--- config.mk ---
export PLATFORM = sky130hd
export DESIGN_NAME = ahb_lite_manager_flat
export DESIGN_NICKNAME = d
export VERILOG_FILES = /design/src/rtl/ahb_pkg.sv /design/src/rtl/ahb_lite_manager_if.sv /design/src/rtl/ahb_lite_manager.sv /design/src/flat_wrapper.sv
export SDC_FILE = /design/constraint.sdc
export NUM_CORES = 1
export LEC_CHECK = 0
export BUFFER_PORTS_ARGS = -buffer_cell sky130_fd_sc_hd__buf_2
export CAP_MARGIN = 5
export CORE_AREA = 2 2 123 125
export CTS_CLUSTER_DIAMETER = 80
export DETAILED_ROUTE_END_ITERATION = 8
export DIE_AREA = 0 0 125 127
export HOLD_SLACK_MARGIN = 0.15
export PLACE_DENSITY_LB_ADDON = 0.12
export SYNTH_ARGS = -nofsm -noshare
export SYNTH_HDL_FRONTEND = slang
export SYNTH_SLANG_ARGS = --single-unit
--- constraint.sdc ---
create_clock -name HCLK -period 1.8 [get_ports HCLK]
set_clock_uncertainty 0.15 [all_clocks]
set_input_delay 0.09 -clock HCLK [delete_from_list [all_inputs] [get_ports HCLK]]
set_output_delay 0.09 -clock HCLK [all_outputs]
set_load 0.01 [all_outputs]
--- src/rtl/ahb_pkg.sv ---
// Shared AHB-Lite types and constants used by the manager and the bus fabric.
package ahb_pkg;

  typedef enum logic [1:0] {
    TRANS_IDLE   = 2'b00,
    TRANS_BUSY   = 2'b01,
    TRANS_NONSEQ = 2'b10,
    TRANS_SEQ    = 2'b11
  } htrans_t;

  typedef enum logic [2:0] {
    BURST_SINGLE = 3'd0,
    BURST_INCR   = 3'd1,
    BURST_WRAP4  = 3'd2,
    BURST_INCR4  = 3'd3,
    BURST_WRAP8  = 3'd4,
    BURST_INCR8  = 3'd5,
    BURST_WRAP16 = 3'd6,
    BURST_INCR16 = 3'd7
  } hburst_t;

  localparam logic [1:0] HSIZE_WORD    = 2'b10;
  localparam logic [6:0] HPROT_DEFAULT = 7'h03;

  typedef enum logic [2:0] {
    MGR_IDLE,
    MGR_ADDR,
    MGR_BURST,
    MGR_DATA,
    MGR_ERR1
  } mgr_state_t;

endpackage

--- src/rtl/ahb_lite_manager_if.sv ---
// AHB-Lite shared signal set with manager (master) and subordinate (slave) views.
interface ahb_lite_manager_if;
  import ahb_pkg::*;

  logic [31:0] HADDR;
  hburst_t     HBURST;
  logic        HMASTLOCK;
  logic [6:0]  HPROT;
  logic [1:0]  HSIZE;
  htrans_t     HTRANS;
  logic [31:0] HWDATA;
  logic [3:0]  HWSTRB;
  logic        HWRITE;
  logic [31:0] HRDATA;
  logic        HREADY;
  logic        HRESP;

  modport master (
    output HADDR, HBURST, HMASTLOCK, HPROT, HSIZE, HTRANS, HWDATA, HWSTRB, HWRITE,
    input  HRDATA, HREADY, HRESP
  );

  modport slave (
    input  HADDR, HBURST, HMASTLOCK, HPROT, HSIZE, HTRANS, HWDATA, HWSTRB, HWRITE,
    output HRDATA, HREADY, HRESP
  );
endinterface

--- src/rtl/ahb_lite_manager.sv ---
// AHB-Lite manager: turns command/response requests into SINGLE or INCR4 word transfers.
// Define AHB_MGR_INCR4_EN to honour cmd_incr4; otherwise every command is a SINGLE.
module ahb_lite_manager
  import ahb_pkg::*;
(
  input  logic        HCLK,
  input  logic        HRESETn,
  input  logic        cmd_valid,
  output logic        cmd_ready,
  input  logic        cmd_write,
  input  logic [31:0] cmd_addr,
  input  logic        cmd_incr4,
  input  logic [31:0] wr_data,
  output logic        wr_ready,
  output logic [31:0] rd_data,
  output logic        rd_valid,
  output logic        done,
  output logic        err,
  ahb_lite_manager_if.master ahb
);

  mgr_state_t state;
  logic       last_beat;

`ifdef AHB_MGR_INCR4_EN
  logic [1:0] beat_cnt;
  assign last_beat = (ahb.HBURST != BURST_INCR4) || (beat_cnt == 2'd3);
`else
  logic unused_incr4;
  assign unused_incr4 = cmd_incr4;
  assign last_beat    = 1'b1;
`endif

  assign ahb.HMASTLOCK = 1'b0;
  assign ahb.HPROT     = HPROT_DEFAULT;
  assign ahb.HSIZE     = HSIZE_WORD;

  // NOTE: wr_ready must see this cycle's HREADY, so it is combinational; the data it
  // strobes is registered into HWDATA at the same edge the address phase retires.
  assign wr_ready = (state == MGR_ADDR || state == MGR_BURST) && ahb.HREADY && ahb.HWRITE;

  // NOTE: every state register uses <= so all of them update together at the clock edge.
  always_ff @(posedge HCLK or negedge HRESETn) begin
    if (!HRESETn) begin
      state      <= MGR_IDLE;
      cmd_ready  <= 1'b0;
      ahb.HTRANS <= TRANS_IDLE;
      ahb.HADDR  <= 32'h0;
      ahb.HBURST <= BURST_SINGLE;
      ahb.HWRITE <= 1'b0;
      ahb.HWSTRB <= 4'h0;
      ahb.HWDATA <= 32'h0;
      rd_data    <= 32'h0;
      rd_valid   <= 1'b0;
      done       <= 1'b0;
      err        <= 1'b0;
`ifdef AHB_MGR_INCR4_EN
      beat_cnt   <= 2'd0;
`endif
    end else begin
      rd_valid <= 1'b0;
      done     <= 1'b0;
      err      <= 1'b0;
      if (wr_ready) ahb.HWDATA <= wr_data;

      case (state)
        MGR_IDLE: begin
          cmd_ready <= 1'b1;
          if (cmd_valid && cmd_ready) begin
            cmd_ready  <= 1'b0;
            ahb.HTRANS <= TRANS_NONSEQ;
            ahb.HWRITE <= cmd_write;
            ahb.HWSTRB <= cmd_write ? 4'hF : 4'h0;
`ifdef AHB_MGR_INCR4_EN
            // INCR4 starts on a 16-byte boundary so the burst never crosses 1 KB.
            if (cmd_incr4) begin
              ahb.HADDR  <= {cmd_addr[31:4], 4'h0};
              ahb.HBURST <= BURST_INCR4;
            end else begin
              ahb.HADDR  <= {cmd_addr[31:2], 2'b00};
              ahb.HBURST <= BURST_SINGLE;
            end
            beat_cnt <= 2'd0;
`else
            ahb.HADDR  <= {cmd_addr[31:2], 2'b00};
            ahb.HBURST <= BURST_SINGLE;
`endif
            state <= MGR_ADDR;
          end
        end

        MGR_ADDR, MGR_BURST: begin
          if (ahb.HREADY) begin
            if (state == MGR_BURST && !ahb.HWRITE && !ahb.HRESP) begin
              rd_data  <= ahb.HRDATA;
              rd_valid <= 1'b1;
            end
            if (last_beat) begin
              ahb.HTRANS <= TRANS_IDLE;
              state      <= MGR_DATA;
            end
`ifdef AHB_MGR_INCR4_EN
            else begin
              ahb.HTRANS <= TRANS_SEQ;
              ahb.HADDR  <= ahb.HADDR + 32'd4;
              beat_cnt   <= beat_cnt + 2'd1;
              state      <= MGR_BURST;
            end
`endif
          end else if (state == MGR_BURST && ahb.HRESP) begin
            // First ERROR cycle: drop the pending SEQ and cancel the rest of the burst.
            ahb.HTRANS <= TRANS_IDLE;
            state      <= MGR_ERR1;
          end
        end

        MGR_DATA: begin
          if (ahb.HREADY) begin
            if (!ahb.HWRITE && !ahb.HRESP) begin
              rd_data  <= ahb.HRDATA;
              rd_valid <= 1'b1;
            end
            done      <= 1'b1;
            cmd_ready <= 1'b1;
            state     <= MGR_IDLE;
          end else if (ahb.HRESP) begin
            state <= MGR_ERR1;
          end
        end

        MGR_ERR1: begin
          if (ahb.HREADY) begin
            done      <= 1'b1;
            err       <= 1'b1;
            cmd_ready <= 1'b1;
            state     <= MGR_IDLE;
          end
        end

        default: state <= MGR_IDLE;
      endcase
    end
  end

endmodule

--- src/flat_wrapper.sv ---
// flat-port wrapper written by rule: the top's interface ports become plain ports
module ahb_lite_manager_flat import ahb_pkg::*;
  (HCLK, HRESETn, cmd_valid, cmd_ready, cmd_write, cmd_addr, cmd_incr4, wr_data, wr_ready, rd_data, rd_valid, done, err, ahb_HADDR, ahb_HBURST, ahb_HMASTLOCK, ahb_HPROT, ahb_HSIZE, ahb_HTRANS, ahb_HWDATA, ahb_HWSTRB, ahb_HWRITE, ahb_HRDATA, ahb_HREADY, ahb_HRESP);
  ahb_lite_manager_if ahb_i ();
  input  logic HCLK;
  input  logic HRESETn;
  input  logic cmd_valid;
  output logic cmd_ready;
  input  logic cmd_write;
  input  logic [31:0] cmd_addr;
  input  logic cmd_incr4;
  input  logic [31:0] wr_data;
  output logic wr_ready;
  output logic [31:0] rd_data;
  output logic rd_valid;
  output logic done;
  output logic err;
  output wire logic [$bits(ahb_i.HADDR)-1:0] ahb_HADDR;
  output wire logic [$bits(ahb_i.HBURST)-1:0] ahb_HBURST;
  output wire logic [$bits(ahb_i.HMASTLOCK)-1:0] ahb_HMASTLOCK;
  output wire logic [$bits(ahb_i.HPROT)-1:0] ahb_HPROT;
  output wire logic [$bits(ahb_i.HSIZE)-1:0] ahb_HSIZE;
  output wire logic [$bits(ahb_i.HTRANS)-1:0] ahb_HTRANS;
  output wire logic [$bits(ahb_i.HWDATA)-1:0] ahb_HWDATA;
  output wire logic [$bits(ahb_i.HWSTRB)-1:0] ahb_HWSTRB;
  output wire logic [$bits(ahb_i.HWRITE)-1:0] ahb_HWRITE;
  input wire logic [$bits(ahb_i.HRDATA)-1:0] ahb_HRDATA;
  input wire logic [$bits(ahb_i.HREADY)-1:0] ahb_HREADY;
  input wire logic [$bits(ahb_i.HRESP)-1:0] ahb_HRESP;
  assign ahb_HADDR = ahb_i.HADDR;
  assign ahb_HBURST = ahb_i.HBURST;
  assign ahb_HMASTLOCK = ahb_i.HMASTLOCK;
  assign ahb_HPROT = ahb_i.HPROT;
  assign ahb_HSIZE = ahb_i.HSIZE;
  assign ahb_HTRANS = ahb_i.HTRANS;
  assign ahb_HWDATA = ahb_i.HWDATA;
  assign ahb_HWSTRB = ahb_i.HWSTRB;
  assign ahb_HWRITE = ahb_i.HWRITE;
  assign ahb_i.HRDATA = ahb_HRDATA;
  assign ahb_i.HREADY = ahb_HREADY;
  assign ahb_i.HRESP = ahb_HRESP;
  ahb_lite_manager u_core (.HCLK(HCLK), .HRESETn(HRESETn), .cmd_valid(cmd_valid), .cmd_ready(cmd_ready), .cmd_write(cmd_write), .cmd_addr(cmd_addr), .cmd_incr4(cmd_incr4), .wr_data(wr_data), .wr_ready(wr_ready), .rd_data(rd_data), .rd_valid(rd_valid), .done(done), .err(err), .ahb(ahb_i));
endmodule
==> run metrics, run 1 <==
IO Pins 224; setup TNS 0 ns; Largest delay share family, worst path flip-flops; Synth Cell Area 4280 um^2; Worst Path Arrival 1.81 ns; clk slew on worst S/H paths 0.07 ns; Internal Pwr Total 7.03 mW; Final ANT Viol Nets 0; EDFF count, synth 0; Area growth syn-to-layout 58.4%; Max Fclk 0.578 GHz; crit end category flop; Async SR Flop Fraction 100%; crit path buf inv count 1; die height 127 um; Final Hold Vio Count 0; diodes inserted 0; synth top area cells dfrtp_1 60%, mux2_2 17%, mux2_4 10%; leading area contributor after synthesis dfrtp_1; crit path launch type flop; Power, Total 10.4 mW; power density cells 1540 nW/um^2; top-count cell post-synth dfrtp_1; H-Tree Depth 3; fin crit period 1.73 ns; Placer Congestion 0.769; Avg Synthesized Cell Area 16.0 um^2; final period utilization 96.1%; clock share of power 17.4%; routed len/inst 14.2 um; global route total overflow 0; Sw Pwr 3.39 mW; Syn Inst Count 268; largest net degree at the start of global routing 44; Final Slew Violations 0; Synth Flop Type dfrtp_1; Post-layout nets 683; FP Rows 44; endpoints failing setup 0; status completed; Port Buf Inserts 204; Comb pwr share 43.7%; peak fanout along the critical path 33; CTS Sinks 103; routed wire length 10900 um; Synth cell types 27; Crit path required time 1.88 ns; Max clock buf depth 2; Core Area 14400 um^2; Flop pwr share 38.9%; Max VDD drop 0.000714 V; vias in the first global route 3481; worst path cell trace and2b_2, nand3_2, buf_12, mux2_2; WS Path Type reg2reg; clock buffer count from CTS 9; initial drt markers 115; starting density of the core 29.7%; max_cap viols 0; LEAKAGE 3.35 nW; DIE AREA 15900 um^2; sequential-to-total area share from yosys stat 60.2%; initial antenna violation count 0; DRT Pass-1 Iters 4; Net Sw Frac 32.5%; clock latency on the worst-skew pair 0.34 ns; layout cells sized above 1 57.5%; Via density 4.21; CTS tree done; DR vias 3230; Synth top area share 60.2%; Die X 125 um; Warnings, synthesis 0; first-pass GRT wire length 17900 um; unrepaired setup endpoints after global routing false; Global Route Usage Sum 14.1%; register bit total from synthesis 103; Worst Hold Class reg2reg; Max stage delay cell, worst path dfrtp_1; post-DP HPWL 6990 um; Synth top cells by count 103 x dfrtp_1, 64 x mux2_2, 29 x mux2_4; Clk Tree Root Cell clkbuf_16; drt drc 0; Worst path max stage delay 0.48 ns
==> placed cells by master (no fill, tap or decap), types with 3 or more instances in the layout <==
master         Yosys  routed
buf_4             20      11
conb_1             2      16
inv_1              4       4
mux2_2            64      64
a21oi_1            4       4
mux2_4            29      29
nor2_1             4       4
nand2_1            5       5
dfrtp_1          103     101
dlygate4sd3_1      0     100
buf_2              3     203
o21ai_0            3       3
clkbuf_16          0       9
buf_12             0       6
==> cells by family (layout without fill, tap and decap cells) <==
kind of cell	after synthesis	after routing	share of synthesized area, %
flops	103	103	60.2
compound gates	12	12	1.84
other cells	2	16	0.175
simple gates	18	18	2.95
mux	95	95	27.5
buf+inv	37	338	6.66
xor+xnor	1	1	0.643
==> power by group through the flow <==
stage / registers [mW] / clock network, mW / logic [mW]
CTS: 4.06 / 1.90 / 4.62
global placement: 4.03 / 0 / 4.34
floorplan: 4.59 / 0 / 2.21
finish: 4.06 / 1.81 / 4.55
global route: 4.22 / 2.00 / 4.91
detailed placement: 4.07 / 0 / 4.37
==> metrics by stage <==
step | hold WS [ns] | instance area [um^2] | setup slack (ns) | utilization, % | std cells
after CTS | 0.333 | 6780 | 0.0172 | 47.0 | 767
after global routing | 0.343 | 6780 | 0.0124 | 47.0 | 767
final | 0.333 | 6780 | 0.0704 | 47.0 | 767
after detailed placement | -0.127 | 5470 | 0.0226 | 37.9 | 649
after floorplan | -0.356 | 4330 | 0.0484 | - | 282
after global placement | -0.132 | 5470 | 0.0483 | 37.9 | 649
==> registers in the layout, indices dropped and copies added, names as in the netlist <==
signal / flops
u_core.ahb.HWDATA: 32
u_core.rd_data: 32
u_core.ahb.HADDR: 30
u_core.state: 3
u_core.ahb.HTRANS: 1
u_core.ahb.HWSTRB: 1
u_core.cmd_ready: 1
u_core.done: 1
u_core.err: 1
u_core.rd_valid: 1
==> worst paths after layout <==
path,start,endpoint,slack (ns),depth (start not counted)
max in group asynchronous,HRESETn,u_core.state[0]$_DFFE_PN0P_,0.34,4
worst min-delay path,u_core.ahb.HADDR[30]$_DFFE_PN0P_,u_core.ahb.HADDR[30]$_DFFE_PN0P_,0.33,1
worst max-delay path,u_core.state[2]$_DFFE_PN0P_,u_core.rd_data[0]$_DFFE_PN0P_,0.07,4
min in group asynchronous,HRESETn,u_core.rd_data[28]$_DFFE_PN0P_,0.60,3
worst min register to register,u_core.ahb.HADDR[30]$_DFFE_PN0P_,u_core.ahb.HADDR[30]$_DFFE_PN0P_,0.33,1
worst max register to register,u_core.state[2]$_DFFE_PN0P_,u_core.rd_data[0]$_DFFE_PN0P_,0.07,4
==> area by class of cell <==
class | instances | area, um^2
Timing Repair Buffer | 320 | 2220
Clock buffer | 11 | 243
Fill cell | 1296 | 7640
Multi-Input combinational cell | 142 | 1470
Inverter | 4 | 15.0
Clock inverter | 3 | 21.3
Tap cell | 184 | 230
Sequential cell | 103 | 2580
==> repair_timing <==
item | CTS | global route
endpoints found under the hold margin | 205 | 0
pin swaps | 0 | 1
endpoints found under the setup margin | 1 | 1
buffers inserted | 4 | 0
hold buffers | 100 | 0
resized for setup | 2 | 0
==> routing by layer <==
metal	GRT usage, %	vias to the layer above	wire, um	share of wire [%]
li1	-	1504	-	-
met1	16.8	1574	4510	41
met2	23.9	140	5380	49
met3	5.44	12	867	8.0
met4	3.92	0	136	1.2
met5	0	-	0	0
Power figures use the tool's default switching activity.
==> run 2: changes to the inputs <==
Settings changed: SETUP_SLACK_MARGIN set to 0.3.
Clock period 1.8 ns to 2.07 ns, I/O delays scaled along.
==> run 2 against run 1 <==
Effect of this change:
- final area up 2.7%
- routed wire length increased by 3.6%
- sequential share of layout area shrank 0.96 points
- first-iteration DRC count fell by 18%
- critical endpoint is now u_core.ahb.HWDATA[27]$_DFFE_PN0P_
- utilization up 1.3 points
- critical path depth is 2 higher
==> run metrics, run 2 (synthesis results as in run 1) <==
status completed; vias in the first global route 3460; crit path buf inv count 3; Worst path max stage delay 0.47 ns; diodes inserted 0; worst path cell trace xnor2_4, nor3_4, buf_12, buf_12, buf_4, mux2_4; clock latency on the worst-skew pair 0.34 ns; CTS tree done; Crit path required time 2.14 ns; power density cells 1370 nW/um^2; Max clock buf depth 2; setup TNS 0 ns; clk slew on worst S/H paths 0.07 ns; Final Slew Violations 0; fin crit period 1.80 ns; global route total overflow 0; commonest non-fill, non-tap cell in the layout buf_2; commonest non-fill, non-tap cells in the layout 202 x buf_2, 101 x dlygate4sd3_1, 99 x dfrtp_1, 63 x mux2_2, 30 x mux2_4; Max stage delay cell, worst path dfrtp_2; Largest delay share family, worst path flip-flops; Port Buf Inserts 204; clock buffer count from CTS 9; post-DP HPWL 7030 um; routed wire length 11300 um; Final Hold Vio Count 0; peak fanout along the critical path 6; unrepaired setup endpoints after global routing true; CTS Sinks 103; endpoints failing setup 0; largest net degree at the start of global routing 44; LEAKAGE 3.44 nW; crit path launch type flop; WS Path Type reg2reg; drt drc 0; layout cells sized above 1 58.8%; final core occ 48.3%; Max Fclk 0.555 GHz; Crit path top cell by count buf_12; Clk Tree Root Cell clkbuf_16; Max VDD drop 0.000590 V; Core Area 14400 um^2; Area growth syn-to-layout 62.6%; initial antenna violation count 0; initial drt markers 94; DR vias 3237; Worst Hold Class reg2reg; IO Pins 224; H-Tree Depth 3; Via density 4.16; DRT Pass-1 Iters 4; starting density of the core 29.7%; routed len/inst 14.5 um; Post-layout nets 693; Global Route Usage Sum 13.9%; final period utilization 87.0%; Die X 125 um; die height 127 um; Placer Congestion 0.747; first-pass GRT wire length 17600 um; FP Rows 44; Worst Path Arrival 1.87 ns; biggest regs u_core.ahb.HWDATA: 32 flops, u_core.rd_data: 32 flops, u_core.ahb.HADDR: 30 flops; Final ANT Viol Nets 0; fillcell total 1292; max_cap viols 0; crit end category flop; DIE AREA 15900 um^2
## run 2: final timing paths
path | slack (ns) | cells after the start | endpoint | startpoint
worst max-delay path | 0.27 | 6 | u_core.ahb.HWDATA[27]$_DFFE_PN0P_ | u_core.state[1]$_DFFE_PN0P_
worst min-delay path | 0.34 | 1 | u_core.ahb.HADDR[30]$_DFFE_PN0P_ | u_core.ahb.HADDR[30]$_DFFE_PN0P_
worst max register to register | 0.27 | 6 | u_core.ahb.HWDATA[27]$_DFFE_PN0P_ | u_core.state[1]$_DFFE_PN0P_
worst min register to register | 0.34 | 1 | u_core.ahb.HADDR[30]$_DFFE_PN0P_ | u_core.ahb.HADDR[30]$_DFFE_PN0P_
max in group asynchronous | 0.52 | 4 | u_core.rd_data[29]$_DFFE_PN0P_ | HRESETn
min in group asynchronous | 0.63 | 3 | u_core.ahb.HWDATA[30]$_DFFE_PN0P_ | HRESETn
## run 2: final cells by class
type / count / area [um^2] / area share, %
flip-flops and latches: 103 / 2580 / 37.1
clock inverters: 5 / 81.3 / 1.17
multi-input cells: 142 / 1480 / 21.2
well taps: 184 / 230 / 3.31
clock buffers: 10 / 239 / 3.43
inverters: 4 / 15.0 / 0.216
repair buffers: 330 / 2340 / 33.6
## run 2: timing repair
item | 4_1_cts | 5_1_grt
gates resized for setup | 4 | 6
endpoints found under the setup margin | 57 | 66
hold buffers | 101 | 0
setup buffers | 0 | 12
pin swaps | 1 | 3
cloned | 0 | 2
endpoints found under the hold margin | 205 | 0
## run 2: power by group
part           internal (mW)  switching [mW]  leakage [nW]
Clock                   1.09           0.744         0.155
Combinational           2.38            1.75          2.05
Sequential              3.01           0.535          1.23
## run 2: metrics by stage
step / hold slack, ns / cells / power [mW] / worst slack [ns] / cell area, um^2
CTS: 0.266 / 764 / 9.37 / 0.209 / 6790
finish: 0.337 / 778 / 9.51 / 0.269 / 6960
global placement: -0.0977 / 648 / 7.25 / 0.234 / 5450
floorplan: -0.342 / 282 / 5.91 / 0.318 / 4330
global route: 0.356 / 778 / 10.1 / 0.230 / 6960
detailed placement: -0.0974 / 648 / 7.32 / 0.224 / 5450
## run 2: per-layer routing
layer | global-route usage [%] | part of all wire, % | vias up
met4 | 3.86 | 1.5 | 0
met2 | 23.3 | 49 | 145
met5 | 0 | 0 | -
met1 | 16.6 | 42 | 1553
li1 | - | - | 1528
met3 | 5.57 | 7.6 | 11
==> run 3: changes to the inputs <==
Settings changed: CELL_PAD_IN_SITES_DETAIL_PLACEMENT set to 0, CELL_PAD_IN_SITES_GLOBAL_PLACEMENT set to 1, CTS_BUF_LIST set to sky130_fd_sc_hd__clkbuf_8 sky130_fd_sc_hd__clkbuf_16, CTS_CLUSTER_SIZE set to 20.
==> run 3 against run 2 <==
Effect of this change:
- hold slack gained 0.012 ns
- register-to-register slack is essentially flat
- worst setup slack lost 0.0059 ns
- via count rose by 1.8%
- final area grew 3.3%
- cell count is 0.51% higher
- clock power shrank 6%
- power rose by 3.2%
- first-iteration DRC count decreased by 23%
- non-clock buffer count up 4
- flip-flop and latch count did not move
- critical path type unchanged
==> run metrics, run 3 (synthesis results as in run 1) <==
layout cells sized above 1 59.4%; Area growth syn-to-layout 68.0%; drt drc 0; status completed; worst path cell trace buf_6, xnor2_4, nor3_4, buf_6, clkbuf_16, mux2_4; H-Tree Depth 3; Max clock buf depth 2; CTS tree done; DIE AREA 15900 um^2; initial drt markers 72; DRT Pass-1 Iters 4; Largest delay share family, worst path buffers and inverters; Register Area 2580 um^2; Max stage delay cell, worst path dfrtp_2; routed len/inst 14.7 um; crit path launch type flop; grt peak-use layer met2; Port Buf Inserts 204; Crit path required time 2.15 ns; multi-input logic area 1600 um^2; die height 127 um; largest net degree at the start of global routing 38; final period utilization 87.3%; peak fanout along the critical path 8; endpoints failing setup 0; Net Sw Frac 31.3%; relative slew slack 65.1%; starting density of the core 29.7%; WS Path Type reg2reg; FP Rows 44; commonest non-fill, non-tap cell in the layout buf_2; Final Hold Vio Count 0; IO Pins 224; Core Area 14400 um^2; crit end category flop; Placer Congestion 0.742; Die X 125 um; biggest regs u_core.ahb.HWDATA: 32 flops, u_core.rd_data: 32 flops, u_core.ahb.HADDR: 30 flops; Worst Tran Pin Value 0.523 ns; setup TNS 0 ns; global route total overflow 0; Worst Path Arrival 1.89 ns; post-DP HPWL 6980 um; Global Route Usage Sum 14.2%; Global Route met3 Usage 4.65%; Post-layout nets 697; fin crit period 1.81 ns; routed wire length 11500 um; unrepaired setup endpoints after global routing true; max_cap viols 0; power density cells 1360 nW/um^2; LEAKAGE 3.58 nW; CTS Sinks 103; Final ANT Viol Nets 0; Flop pwr share 36.0%; final hold slack 0.349 ns; Max VDD drop 0.000760 V; Internal Pwr Total 6.74 mW; Clk Tree Root Cell clkbuf_16; vias in the first global route 3584; Max Fclk 0.553 GHz; Power, Total 9.81 mW; clock buffer count from CTS 9; fillcell total 1273; Comb pwr share 46.5%; met2 Resource Use GR 23.7%; met1 Use GR 17.4%; Worst Hold Class reg2reg; first-pass GRT wire length 18100 um; Final Slew Violations 0; clock share of power 17.5%; Via density 4.21; diodes inserted 0; Crit path top cell by count buf_6; commonest non-fill, non-tap cells in the layout 202 x buf_2, 100 x dlygate4sd3_1, 99 x dfrtp_1, 61 x mux2_4, 34 x mux2_2; DR vias 3296; crit path buf inv count 3; Sw Pwr 3.07 mW; initial antenna violation count 0; clk slew on worst S/H paths 0.07 ns; clock latency on the worst-skew pair 0.34 ns; Worst path max stage delay 0.41 ns
[run 3: worst reg2reg max path, cell delays in order, from the launching register on]
cell	delay [ns]
dfrtp_2	0.41
buf_6	0.13
xnor2_4	0.12
nor3_4	0.24
buf_6	0.17
clkbuf_16	0.17
mux2_4	0.30
[run 3: area by class of cell]
type / count / area share (%)
multi-input cells: 142 / 22.3
inverters: 4 / 0.209
flip-flops and latches: 103 / 35.9
repair buffers: 334 / 34.3
clock inverters: 4 / 0.643
clock buffers: 11 / 3.51
well taps: 184 / 3.20
[run 3: path summary, 6_finish.rpt]
check                      depth (start not counted)  slack (ns)                                end                           start
hold reg to reg                                    1        0.35     u_core.rd_data[12]$_DFFE_PN0P_  u_core.rd_data[12]$_DFFE_PN0P_
min in group asynchronous                          3        0.65  u_core.ahb.HWDATA[10]$_DFFE_PN0P_                         HRESETn
setup reg to reg                                   6        0.26  u_core.ahb.HWDATA[21]$_DFFE_PN0P_     u_core.state[1]$_DFFE_PN0P_
max in group asynchronous                          4        0.51     u_core.rd_data[25]$_DFFE_PN0P_                         HRESETn
setup / recovery                                   6        0.26  u_core.ahb.HWDATA[21]$_DFFE_PN0P_     u_core.state[1]$_DFFE_PN0P_
hold / removal                                     1        0.35     u_core.rd_data[12]$_DFFE_PN0P_  u_core.rd_data[12]$_DFFE_PN0P_
[run 3: repair_timing]
item / 4_1_cts / 5_1_grt
hold buffers: 100 / 0
buffers inserted: 13 / 4
pin swaps: 1 / 2
setup endpoints to repair: 96 / 94
resized for setup: 15 / 39
endpoints found under the hold margin: 205 / 0
gates cloned: 3 / 4
[run 3: stage by stage]
step                instances  cell area [um^2]  utilization [%]  worst slack, ns
global placement          643              5430             37.6            0.205
detailed placement        643              5430             37.6            0.159
floorplan                 282              4330                -            0.318
finish                    782              7190             49.9            0.263
CTS                       774              6940             48.1            0.260
global route              782              7190             49.9            0.190
[run 3: layer usage]
metal,up-vias,share of wire (%)
li1,1537,-
met1,1617,42
met2,129,50
met3,13,6.8
met4,0,1.8
met5,-,0
[run 3: power groups by stage]
stage                     combinational [mW]  clock [mW]  sequential (mW)
after floorplan                         1.92           0             3.99
after global placement                  3.68           0             3.53
after detailed placement                3.71           0             3.58
after CTS                               4.24        1.80             3.53
after global routing                    4.90        1.89             3.69
final                                   4.56        1.72             3.53
